File: config.mk
export PLATFORM = sky130hd
export DESIGN_NAME = exe_stage_flat
export DESIGN_NICKNAME = d
export VERILOG_FILES = /design/src/rtl/arm_pipe_pkg.sv /design/src/rtl/exe_stage_if.sv /design/src/rtl/val2_gen.sv /design/src/rtl/exe_stage.sv /design/src/flat_wrapper.sv
export SDC_FILE = /design/constraint.sdc
export NUM_CORES = 1
export LEC_CHECK = 0
export CORE_UTILIZATION = 40
export CTS_CLUSTER_DIAMETER = 80
export DETAILED_ROUTE_END_ITERATION = 6
export SETUP_SLACK_MARGIN = 0.15
export SYNTH_ARGS = -nofsm -noshare
export SYNTH_HDL_FRONTEND = slang
export SYNTH_HIERARCHICAL = 1
export SYNTH_SLANG_ARGS = --single-unit
File: constraint.sdc
create_clock -name clk -period 17.4 [get_ports clk]
set_input_delay 2.61 -clock clk [delete_from_list [all_inputs] [get_ports clk]]
set_output_delay 2.61 -clock clk [all_outputs]
set_load 0.01 [all_outputs]
File: src/rtl/arm_pipe_pkg.sv
// Shared encodings for the ARM-subset pipeline: ALU opcodes, shifter types,
// NZCV bit positions and forwarding-select codes.
package arm_pipe_pkg;

  localparam logic [3:0] CMD_MOV = 4'b0001;
  localparam logic [3:0] CMD_MVN = 4'b1001;
  localparam logic [3:0] CMD_ADD = 4'b0010;
  localparam logic [3:0] CMD_ADC = 4'b0011;
  localparam logic [3:0] CMD_SUB = 4'b0100;
  localparam logic [3:0] CMD_SBC = 4'b0101;
  localparam logic [3:0] CMD_AND = 4'b0110;
  localparam logic [3:0] CMD_ORR = 4'b0111;
  localparam logic [3:0] CMD_EOR = 4'b1000;

  typedef enum logic [1:0] {
    SH_LSL = 2'b00,
    SH_LSR = 2'b01,
    SH_ASR = 2'b10,
    SH_ROR = 2'b11
  } shift_t;

  localparam int FLAG_N = 3;
  localparam int FLAG_Z = 2;
  localparam int FLAG_C = 1;
  localparam int FLAG_V = 0;

  localparam logic [1:0] FWD_REG = 2'b00;
  localparam logic [1:0] FWD_MEM = 2'b01;
  localparam logic [1:0] FWD_WB  = 2'b10;

endpackage

File: src/rtl/exe_stage_if.sv
// ID/EXE -> EXE bundle plus the EXE outputs. Forwarding operands exist only
// when FORWARDING_EN is defined.
interface exe_stage_if #(parameter int WIDTH = 32);
  logic             wb_en_in, mem_read_en_in, mem_write_en_in;
  logic             B_in, S_in;
  logic [3:0]       exe_cmd_in;
  logic [WIDTH-1:0] PC_in, val_Rn_in, val_Rm_in;
  logic [11:0]      shift_operand_in;
  logic             imm_in;
  logic [23:0]      signed_imm_24_in;
  logic [3:0]       dest_in;
  logic [3:0]       status_register_id;
`ifdef FORWARDING_EN
  logic [1:0]       sel_src1, sel_src2;
  logic [WIDTH-1:0] mem_alu_result, wb_value;
`endif
  logic [WIDTH-1:0] alu_result, branch_address, val_Rm;
  logic             branch_taken;
  logic [3:0]       status_register;
  logic             wb_en, mem_read_en, mem_write_en;
  logic [3:0]       dest;

  modport master (
`ifdef FORWARDING_EN
    output sel_src1, sel_src2, mem_alu_result, wb_value,
`endif
    output wb_en_in, mem_read_en_in, mem_write_en_in, B_in, S_in, exe_cmd_in,
           PC_in, val_Rn_in, val_Rm_in, shift_operand_in, imm_in,
           signed_imm_24_in, dest_in, status_register_id,
    input  alu_result, branch_address, branch_taken, status_register,
           wb_en, mem_read_en, mem_write_en, val_Rm, dest
  );

  modport slave (
`ifdef FORWARDING_EN
    input  sel_src1, sel_src2, mem_alu_result, wb_value,
`endif
    input  wb_en_in, mem_read_en_in, mem_write_en_in, B_in, S_in, exe_cmd_in,
           PC_in, val_Rn_in, val_Rm_in, shift_operand_in, imm_in,
           signed_imm_24_in, dest_in, status_register_id,
    output alu_result, branch_address, branch_taken, status_register,
           wb_en, mem_read_en, mem_write_en, val_Rm, dest
  );
endinterface

File: src/rtl/val2_gen.sv
// Operand-2 generator: memory offset, rotated immediate or shifted Rm.
// Purely combinational.
module val2_gen
  import arm_pipe_pkg::*;
#(
  parameter int WIDTH = 32
) (
  input  logic [WIDTH-1:0] val_rm_i,
  input  logic [11:0]      shift_operand_i,
  input  logic             imm_i,
  input  logic             mem_en_i,
  output logic [WIDTH-1:0] val2_o
);

  logic [WIDTH-1:0]   imm_ext;
  logic [4:0]         rot_amt, sh_amt;
  logic [2*WIDTH-1:0] imm_dbl, rm_dbl;
  logic [WIDTH-1:0]   rm_shifted;

  assign imm_ext = WIDTH'(shift_operand_i[7:0]);
  assign rot_amt = {shift_operand_i[11:8], 1'b0};
  assign sh_amt  = shift_operand_i[11:7];
  // Rotations via a doubled vector: the low half of ({x,x} >> n) is ror(x, n).
  assign imm_dbl = {imm_ext, imm_ext} >> rot_amt;
  assign rm_dbl  = {val_rm_i, val_rm_i} >> sh_amt;

  always_comb begin
    rm_shifted = val_rm_i;
    case (shift_t'(shift_operand_i[6:5]))
      SH_LSL: rm_shifted = val_rm_i << sh_amt;
      SH_LSR: rm_shifted = val_rm_i >> sh_amt;
      SH_ASR: rm_shifted = WIDTH'($signed(val_rm_i) >>> sh_amt);
      SH_ROR: rm_shifted = rm_dbl[WIDTH-1:0];
      default: rm_shifted = val_rm_i;
    endcase
  end

  always_comb begin
    if (mem_en_i)   val2_o = WIDTH'(shift_operand_i);
    else if (imm_i) val2_o = imm_dbl[WIDTH-1:0];
    else            val2_o = rm_shifted;
  end

endmodule

File: src/rtl/exe_stage.sv
// Execute stage: operand 2, ALU, branch target and the NZCV status register.
// Define FORWARDING_EN to select Rn/Rm from the MEM and WB bypass values.
module exe_stage
  import arm_pipe_pkg::*;
#(
  parameter int WIDTH = 32
) (
  input logic        clk,
  input logic        rst,
  exe_stage_if.slave bus
);

  localparam int MSB = WIDTH - 1;

  logic [WIDTH-1:0] src1, src2, val2, res;
  logic [WIDTH:0]   add_sum, sub_sum;
  logic             cin, n_f, z_f, c_f, v_f;
  logic [3:0]       status_q, status_d;

`ifdef FORWARDING_EN
  always_comb begin
    case (bus.sel_src1)
      FWD_MEM: src1 = bus.mem_alu_result;
      FWD_WB:  src1 = bus.wb_value;
      default: src1 = bus.val_Rn_in;
    endcase
    case (bus.sel_src2)
      FWD_MEM: src2 = bus.mem_alu_result;
      FWD_WB:  src2 = bus.wb_value;
      default: src2 = bus.val_Rm_in;
    endcase
  end
`else
  assign src1 = bus.val_Rn_in;
  assign src2 = bus.val_Rm_in;
`endif

  val2_gen #(.WIDTH(WIDTH)) u_val2 (
    .val_rm_i        (src2),
    .shift_operand_i (bus.shift_operand_in),
    .imm_i           (bus.imm_in),
    .mem_en_i        (bus.mem_read_en_in | bus.mem_write_en_in),
    .val2_o          (val2)
  );

  // Carry-in comes from the ID-stage snapshot so it matches the condition check.
  assign cin = bus.status_register_id[FLAG_C];
  // Subtract as Rn + ~val2 + 1 (SUB) or + C (SBC); carry-out is then NOT borrow.
  assign add_sum = {1'b0, src1} + {1'b0, val2}
                 + (WIDTH+1)'(bus.exe_cmd_in == CMD_ADC ? cin : 1'b0);
  assign sub_sum = {1'b0, src1} + {1'b0, ~val2}
                 + (WIDTH+1)'(bus.exe_cmd_in == CMD_SUB ? 1'b1 : cin);

  always_comb begin
    res = '0;
    c_f = bus.status_register_id[FLAG_C];
    v_f = bus.status_register_id[FLAG_V];
    case (bus.exe_cmd_in)
      CMD_MOV: res = val2;
      CMD_MVN: res = ~val2;
      CMD_AND: res = src1 & val2;
      CMD_ORR: res = src1 | val2;
      CMD_EOR: res = src1 ^ val2;
      CMD_ADD, CMD_ADC: begin
        res = add_sum[MSB:0];
        c_f = add_sum[WIDTH];
        v_f = (src1[MSB] == val2[MSB]) && (res[MSB] != src1[MSB]);
      end
      CMD_SUB, CMD_SBC: begin
        res = sub_sum[MSB:0];
        c_f = sub_sum[WIDTH];
        v_f = (src1[MSB] != val2[MSB]) && (res[MSB] != src1[MSB]);
      end
      default: begin
        res = '0;
        c_f = status_q[FLAG_C];
        v_f = status_q[FLAG_V];
      end
    endcase
  end

  assign n_f = res[MSB];
  assign z_f = (res == '0);

  always_comb begin
    status_d         = status_q;
    status_d[FLAG_N] = n_f;
    status_d[FLAG_Z] = z_f;
    status_d[FLAG_C] = c_f;
    status_d[FLAG_V] = v_f;
  end

  always_ff @(posedge clk or posedge rst) begin
    if (rst)             status_q <= 4'b0000;
    else if (bus.S_in)   status_q <= status_d;
  end

  assign bus.alu_result      = res;
  assign bus.branch_address  = bus.PC_in
                             + {{(WIDTH-26){bus.signed_imm_24_in[23]}}, bus.signed_imm_24_in, 2'b00};
  assign bus.branch_taken    = bus.B_in;
  assign bus.status_register = status_q;
  assign bus.wb_en           = bus.wb_en_in;
  assign bus.mem_read_en     = bus.mem_read_en_in;
  assign bus.mem_write_en    = bus.mem_write_en_in;
  assign bus.val_Rm          = src2;
  assign bus.dest            = bus.dest_in;

endmodule

File: src/flat_wrapper.sv
// flat-port wrapper written by rule: the top's interface ports become plain ports
module exe_stage_flat import arm_pipe_pkg::*;
#(
  parameter int WIDTH = 32
)
  (clk, rst, bus_wb_en_in, bus_mem_read_en_in, bus_mem_write_en_in, bus_B_in, bus_S_in, bus_exe_cmd_in, bus_PC_in, bus_val_Rn_in, bus_val_Rm_in, bus_shift_operand_in, bus_imm_in, bus_signed_imm_24_in, bus_dest_in, bus_status_register_id, bus_alu_result, bus_branch_address, bus_branch_taken, bus_status_register, bus_wb_en, bus_mem_read_en, bus_mem_write_en, bus_val_Rm, bus_dest);
  exe_stage_if #(.WIDTH(WIDTH)) bus_i ();
  input logic clk;
  input logic rst;
  input wire logic [$bits(bus_i.wb_en_in)-1:0] bus_wb_en_in;
  input wire logic [$bits(bus_i.mem_read_en_in)-1:0] bus_mem_read_en_in;
  input wire logic [$bits(bus_i.mem_write_en_in)-1:0] bus_mem_write_en_in;
  input wire logic [$bits(bus_i.B_in)-1:0] bus_B_in;
  input wire logic [$bits(bus_i.S_in)-1:0] bus_S_in;
  input wire logic [$bits(bus_i.exe_cmd_in)-1:0] bus_exe_cmd_in;
  input wire logic [$bits(bus_i.PC_in)-1:0] bus_PC_in;
  input wire logic [$bits(bus_i.val_Rn_in)-1:0] bus_val_Rn_in;
  input wire logic [$bits(bus_i.val_Rm_in)-1:0] bus_val_Rm_in;
  input wire logic [$bits(bus_i.shift_operand_in)-1:0] bus_shift_operand_in;
  input wire logic [$bits(bus_i.imm_in)-1:0] bus_imm_in;
  input wire logic [$bits(bus_i.signed_imm_24_in)-1:0] bus_signed_imm_24_in;
  input wire logic [$bits(bus_i.dest_in)-1:0] bus_dest_in;
  input wire logic [$bits(bus_i.status_register_id)-1:0] bus_status_register_id;
  output wire logic [$bits(bus_i.alu_result)-1:0] bus_alu_result;
  output wire logic [$bits(bus_i.branch_address)-1:0] bus_branch_address;
  output wire logic [$bits(bus_i.branch_taken)-1:0] bus_branch_taken;
  output wire logic [$bits(bus_i.status_register)-1:0] bus_status_register;
  output wire logic [$bits(bus_i.wb_en)-1:0] bus_wb_en;
  output wire logic [$bits(bus_i.mem_read_en)-1:0] bus_mem_read_en;
  output wire logic [$bits(bus_i.mem_write_en)-1:0] bus_mem_write_en;
  output wire logic [$bits(bus_i.val_Rm)-1:0] bus_val_Rm;
  output wire logic [$bits(bus_i.dest)-1:0] bus_dest;
  assign bus_i.wb_en_in = bus_wb_en_in;
  assign bus_i.mem_read_en_in = bus_mem_read_en_in;
  assign bus_i.mem_write_en_in = bus_mem_write_en_in;
  assign bus_i.B_in = bus_B_in;
  assign bus_i.S_in = bus_S_in;
  assign bus_i.exe_cmd_in = bus_exe_cmd_in;
  assign bus_i.PC_in = bus_PC_in;
  assign bus_i.val_Rn_in = bus_val_Rn_in;
  assign bus_i.val_Rm_in = bus_val_Rm_in;
  assign bus_i.shift_operand_in = bus_shift_operand_in;
  assign bus_i.imm_in = bus_imm_in;
  assign bus_i.signed_imm_24_in = bus_signed_imm_24_in;
  assign bus_i.dest_in = bus_dest_in;
  assign bus_i.status_register_id = bus_status_register_id;
  assign bus_alu_result = bus_i.alu_result;
  assign bus_branch_address = bus_i.branch_address;
  assign bus_branch_taken = bus_i.branch_taken;
  assign bus_status_register = bus_i.status_register;
  assign bus_wb_en = bus_i.wb_en;
  assign bus_mem_read_en = bus_i.mem_read_en;
  assign bus_mem_write_en = bus_i.mem_write_en;
  assign bus_val_Rm = bus_i.val_Rm;
  assign bus_dest = bus_i.dest;
  exe_stage #(.WIDTH(WIDTH)) u_core (.clk(clk), .rst(rst), .bus(bus_i));
endmodule
Word-level counts from Yosys, hierarchy flattened
Cells that the tools add are included.
{"block": "word_totals", "register_bits": 4, "input_bits": 152, "out_inout_bits": 108, "elab_cells": 50}
{"block": "op_classes", "n_addsub": 5, "eq_ne": 16, "shift": 5, "muxes": 8, "bitwise": 5, "reduce_logical": 9}
{"operator": "$pmux W32 S7", "count": 1}
{"operator": "$pmux W32 S4", "count": 1}
{"operator": "$add A32 B32 Y33", "count": 2}
{"operator": "$add A33 B33 Y33", "count": 2}
{"operator": "$mux W32", "count": 2}
{"operator": "$shr A64 B5 Y32", "count": 1}
{"operator": "$shr A40 B5 Y32", "count": 1}
{"operator": "$add A32 B32 Y32", "count": 1}
{"operator": "$and A32 B32 Y32", "count": 1}
{"operator": "$logic_not A32 Y1", "count": 1}
{"operator": "$not A32 Y32", "count": 1}
{"operator": "$or A32 B32 Y32", "count": 1}
{"operator": "$shl A32 B5 Y32", "count": 1}
{"operator": "$shr A32 B5 Y32", "count": 1}
{"operator": "$sshr A32 B5 Y32", "count": 1}
{"operator": "$xor A32 B32 Y32", "count": 1}
{"operator": "$eq A4 B3 Y1 const B", "count": 4}
{"operator": "$eq A4 B2 Y1 const B", "count": 2}
{"operator": "$eq A4 B4 Y1 const B", "count": 2}
{"operator": "$pmux W1 S3", "count": 2}
{"operator": "$reduce_or A5 Y1", "count": 1}
{"operator": "$eq A2 B2 Y1 const B", "count": 2}
{"operator": "$eq A4 B1 Y1 const B", "count": 1}
{"operator": "$reduce_or A2 Y1", "count": 2}
{"operator": "9 further kinds", "count": 13}

Logic depth before layout (Yosys ltp)
{"block": "depth", "ltp_word": 10, "mapped_depth": 25, "ltp_nobuf": 20}

Modules after synthesis
The synthesis kept the hierarchy.
{"module": "exe_stage", "n_inst": 1, "cells_per_inst": 1241, "area_per_inst_um2": 8291.7}
{"module": "val2_gen", "n_inst": 1, "cells_per_inst": 854, "area_per_inst_um2": 6298.5}

Worst setup path after synthesis
Ideal clock, no wire load.
{"block": "synth_path", "kind": "input-to-output", "startpoint": "input port bus_shift_operand_in[8]", "endpoint": "output port bus_alu_result[31]", "t_arrival_ns": 7.199, "t_required_ns": 14.790, "path_slack_ns": 7.591, "cell_stages": 24, "n_path_buf": 6, "cell_sequence": "buf_6 buf_12 buf_12 buf_12 buf_8 mux2i_1 a22oi_1 o221ai_1 a221oi_1 nand2_1 o32ai_1 inv_1 ha_1 clkbuf_1 inv_1 a21oi_1 o2111ai_1 o32ai_1 a2111oi_0 or3_1 a311oi_1 o221ai_1 a21oi_1 inv_1"}
{"block": "synth_between", "elab_chain_cells": 8, "elab_cells_between_ends": 17}
{"element": "start: declaration", "line_no": "flat_wrapper.sv:19", "text": "input wire logic [$bits(bus_i.shift_operand_in)-1:0] bus_shift_operand_in;"}
{"element": "$shr A64 B5 Y32, or another cell as far along", "line_no": "val2_gen.sv:25", "text": "assign rm_dbl = {val_rm_i, val_rm_i} >> sh_amt;"}
{"element": "$pmux W32 S4", "line_no": "val2_gen.sv:29", "text": "case (shift_t'(shift_operand_i[6:5]))"}
{"element": "$mux W32 (*)", "line_no": "val2_gen.sv:40", "text": "else if (imm_i) val2_o = imm_dbl[WIDTH-1:0];"}
{"element": "$mux W32 (*)", "line_no": "val2_gen.sv:39", "text": "if (mem_en_i) val2_o = WIDTH'(shift_operand_i);"}
{"element": "named net u_core.val2[22]", "line_no": "exe_stage.sv:15", "text": "logic [WIDTH-1:0] src1, src2, val2, res;"}
{"element": "$not A32 Y32", "line_no": "exe_stage.sv:51", "text": "assign sub_sum = {1'b0, src1} + {1'b0, ~val2}"}
{"element": "$add A32 B32 Y33", "line_no": "exe_stage.sv:51"}
{"element": "$add A33 B33 Y33", "line_no": "exe_stage.sv:52", "text": "+ (WIDTH+1)'(bus.exe_cmd_in == CMD_SUB ? 1'b1 : cin);"}
{"element": "$pmux W32 S7 (*)", "line_no": "exe_stage.sv:58", "text": "case (bus.exe_cmd_in)"}
{"element": "end: declaration", "line_no": "flat_wrapper.sv:24", "text": "output wire logic [$bits(bus_i.alu_result)-1:0] bus_alu_result;"}
Mark *: on every way through the listed nets, which the timed path passes. The rest lies on a longest branch.

Final worst setup path
{"block": "layout_path", "startpoint": "input port bus_shift_operand_in[7]", "endpoint": "output port bus_alu_result[27]"}
{"block": "layout_between", "elab_chain_cells": 8, "elab_cells_between_ends": 17}
{"element": "$shr A64 B5 Y32, or another cell as far along", "line_no": "val2_gen.sv:25"}
{"element": "$pmux W32 S4 (*)", "line_no": "val2_gen.sv:29"}
{"element": "$mux W32 (*)", "line_no": "val2_gen.sv:40"}
{"element": "$mux W32 (*)", "line_no": "val2_gen.sv:39"}
{"element": "named net u_core.val2[12]", "line_no": "exe_stage.sv:15"}
{"element": "$not A32 Y32", "line_no": "exe_stage.sv:51"}
{"element": "$add A32 B32 Y33", "line_no": "exe_stage.sv:51"}
{"element": "$add A33 B33 Y33", "line_no": "exe_stage.sv:52"}
{"element": "$pmux W32 S7 (*)", "line_no": "exe_stage.sv:58"}
Marks and branches as above.

==> impl_metrics.ini <==
[outcome]
status = complete, but fails checks
violations = DRC

[critical_path]
cp_data_arrival_time_ns = 10.62
end_kind = output port
path_max_fanout = 44
setup.worst_path.class = in2out
crit_path_start_kind = input port
critical_path_required_ns = 14.79

[clocking]
root_buffer = clkbuf_16
cts.sinks = 4
clk_latency_ns = 0.23
post_cts_buffers = 0
cts_hold_buf = 0
post_cts_resized = 0
clk_pin_slew_ns = 0.03
clockBufferDepth = 2
numCtsBuffers = 3
htree_levels = 1
cts_tree = built

[flow_run]
cap_violations = 0

[cells_and_area]
final_nets = 2458
n_fill_cell = 3712
antennaDiodeCount = 0
final_area_mm2 = 0.01678
synthToLayoutAreaGrowth_pct = 15.00
finish.utilization_pct = 46.94
stdcell_count = 2637
largest_reg_flops = 4
layout-drive-gt1-share_pct = 8.915

[synth]
synth_top_area_cell = ha_1
ys_ff_latch = 4
synthTopCellsByCount = nor2_1, nand2_1, a21oi_1
syn_inst = 2095
syn_avg_cell_area_um2 = 6.964
synth_area_leaders = ha_1, mux2i_1, nor2_1, a21oi_1, mux2_2
synth-seq-area-share_pct = 0.6860
yosysMostFrequentCell = nor2_1
async_flop_share_pct = 100.0
synth.net_count = 2375
synth_top_area_share_pct = 10.63
yosys_warnings = 6
synth_top_flop_cell = dfrtp_1
synth.distinct_cells = 110
netlist_area_mm2 = 0.01459
synth-edff-count = 0

[die]
die_h_um = 193.0
ioPinCount = 260
start_util_pct = 40.82
die_w_um = 193.0
die_area_mm2 = 0.03724
rows = 69
fp.coreArea_mm2 = 0.03574

[detailed_routing]
dr.first_iter.drc_count = 2414
avgRoutedWirePerCell_um = 26.51
drtAntennaViolNets = 0
viasPerCell = 6.807
routed_wl_um = 69900
drc = 24
vias = 17950
drt-pass1-iter-count = 7

[grt]
antenna_found_initial = 0
track_usage_pct = 35.90
overflow = 0
grt_pass1_wl_um = 102300
grt_max_degree = 67
grt_pass1_vias = 16310

[power_and_ir_drop]
p_leak_nw = 6.650
power_density_mw_per_mm2 = 41.25
irDropWorstVdd_v = 0.00006498

[timing]
finalHoldViolations = 0
fmax_mhz = 75.61
rsz0062_at_grt = no
tns_ns = 0
min_period_over_period_pct = 76.01
final_max_slew_viol_count = 0
slew_headroom_pct = 15.73
setup_viol = 0
holdWs_ns = 0.4884
fin_skew_ns = 0
fin_crit_ns = 13.23
worst_pin_slew_ns = 1.260

[placed_design]
dp_hpwl_um = 53880
placed_cell_area_mm2 = 0.01670
io_buffers = 241
gp_congestion = 1.037
place_inst = 2634

[hold_path]
hold_class = reg2reg
[layout make-up]
cell class	instances	area [um^2]	share of cell area, %
multi-input combinational	1755	12860	76.67
timing repair buffer	276	2645	15.76
tap	461	576.8	3.438
inverter	138	518.0	3.087
sequential	4	100.1	0.5966
clock buffer	3	75.07	0.4474
[stage by stage]
| step | worst slack [ns] | total power [mW] |
|---|---|---|
| finish | 4.174 | 0.6922 |
| global route | 3.976 | 0.7342 |
| CTS | 4.490 | 0.6753 |
| detailed placement | 4.550 | 0.6349 |
| global placement | 4.598 | 0.6326 |
| floorplan | 7.591 | 0.4071 |
[layer usage]
layer,vias up,global-route usage [%],part of all wire (%),routed length [um]
met5,-,0.7958,0.033,23
met4,2,10.55,3.4,2362
met3,147,6.679,12,8232
met2,1147,53.92,42,29220
met1,8625,51.44,43,30060
li1,8028,-,-,-
[power by group]
part           switching, mW  leakage (nW)  internal, mW
combinational          0.381          6.56         0.263
sequential          0.000602        0.0484        0.0106
clock                0.00725        0.0370        0.0294
total                  0.389          6.65         0.303
[layout by cell type, fill, tap and decap left out, types with 20 or more instances in the layout]
master,instances
mux2i_1,92
nand2b_1,40
o211ai_1,24
a22oi_1,36
nor4_1,20
a31oi_1,25
mux4_2,22
xnor2_1,44
ha_1,124
nor2b_1,28
a21o_1,26
nand2_1,156
o22ai_1,55
clkdlybuf4s50_1,234
mux2_2,62
a21oi_1,143
nor2_1,195
nand3_1,48
buf_4,37
a211oi_1,39
o21ai_0,103
inv_1,133
nor3_1,61
xor2_1,23
[path summary, 6_finish.rpt]
path | start | cells after the start | end | slack (ns)
min in group asynchronous | rst | 2 | u_core/bus.status_register[2] | 2.58
max in group asynchronous | rst | 2 | u_core/bus.status_register[0] | 14.67
worst min register to register | u_core/bus.status_register[1] | 1 | u_core/bus.status_register[1] | 0.49
worst min-delay path | u_core/bus.status_register[1] | 1 | u_core/bus.status_register[1] | 0.49
worst max-delay path | bus_shift_operand_in[7] | 20 | bus_alu_result[27] | 4.17
worst max register to register | u_core/bus.status_register[3] | 2 | u_core/bus.status_register[3] | 16.74
[critical path: stages]
cell	delay, ns
buf_2	0.64
buf_4	0.62
nor2b_1	0.95
a221oi_2	0.21
o32ai_1	0.46
a221oi_1	0.21
a211oi_1	0.70
inv_1	0.15
ha_1	0.51
or3b_1	0.42
a31oi_1	0.23
a211o_1	0.24
o32ai_1	0.17
a2111oi_0	0.75
nor3_1	0.22
o31ai_1	0.33
xnor2_1	0.11
a221oi_1	0.47
inv_1	0.08
clkdlybuf4s50_1	0.49
[logic make-up after synthesis]
kind of cell	synth area share, %
flip-flops	0.6861
multiplexers	16.72
buffers and inverters	11.20
XOR/XNOR	4.022
AND/OR/NAND/NOR	21.70
AO/OA/AOI/OAI	34.49
adder cells (fa/ha/maj)	11.18
Power figures use the tool's default switching activity.
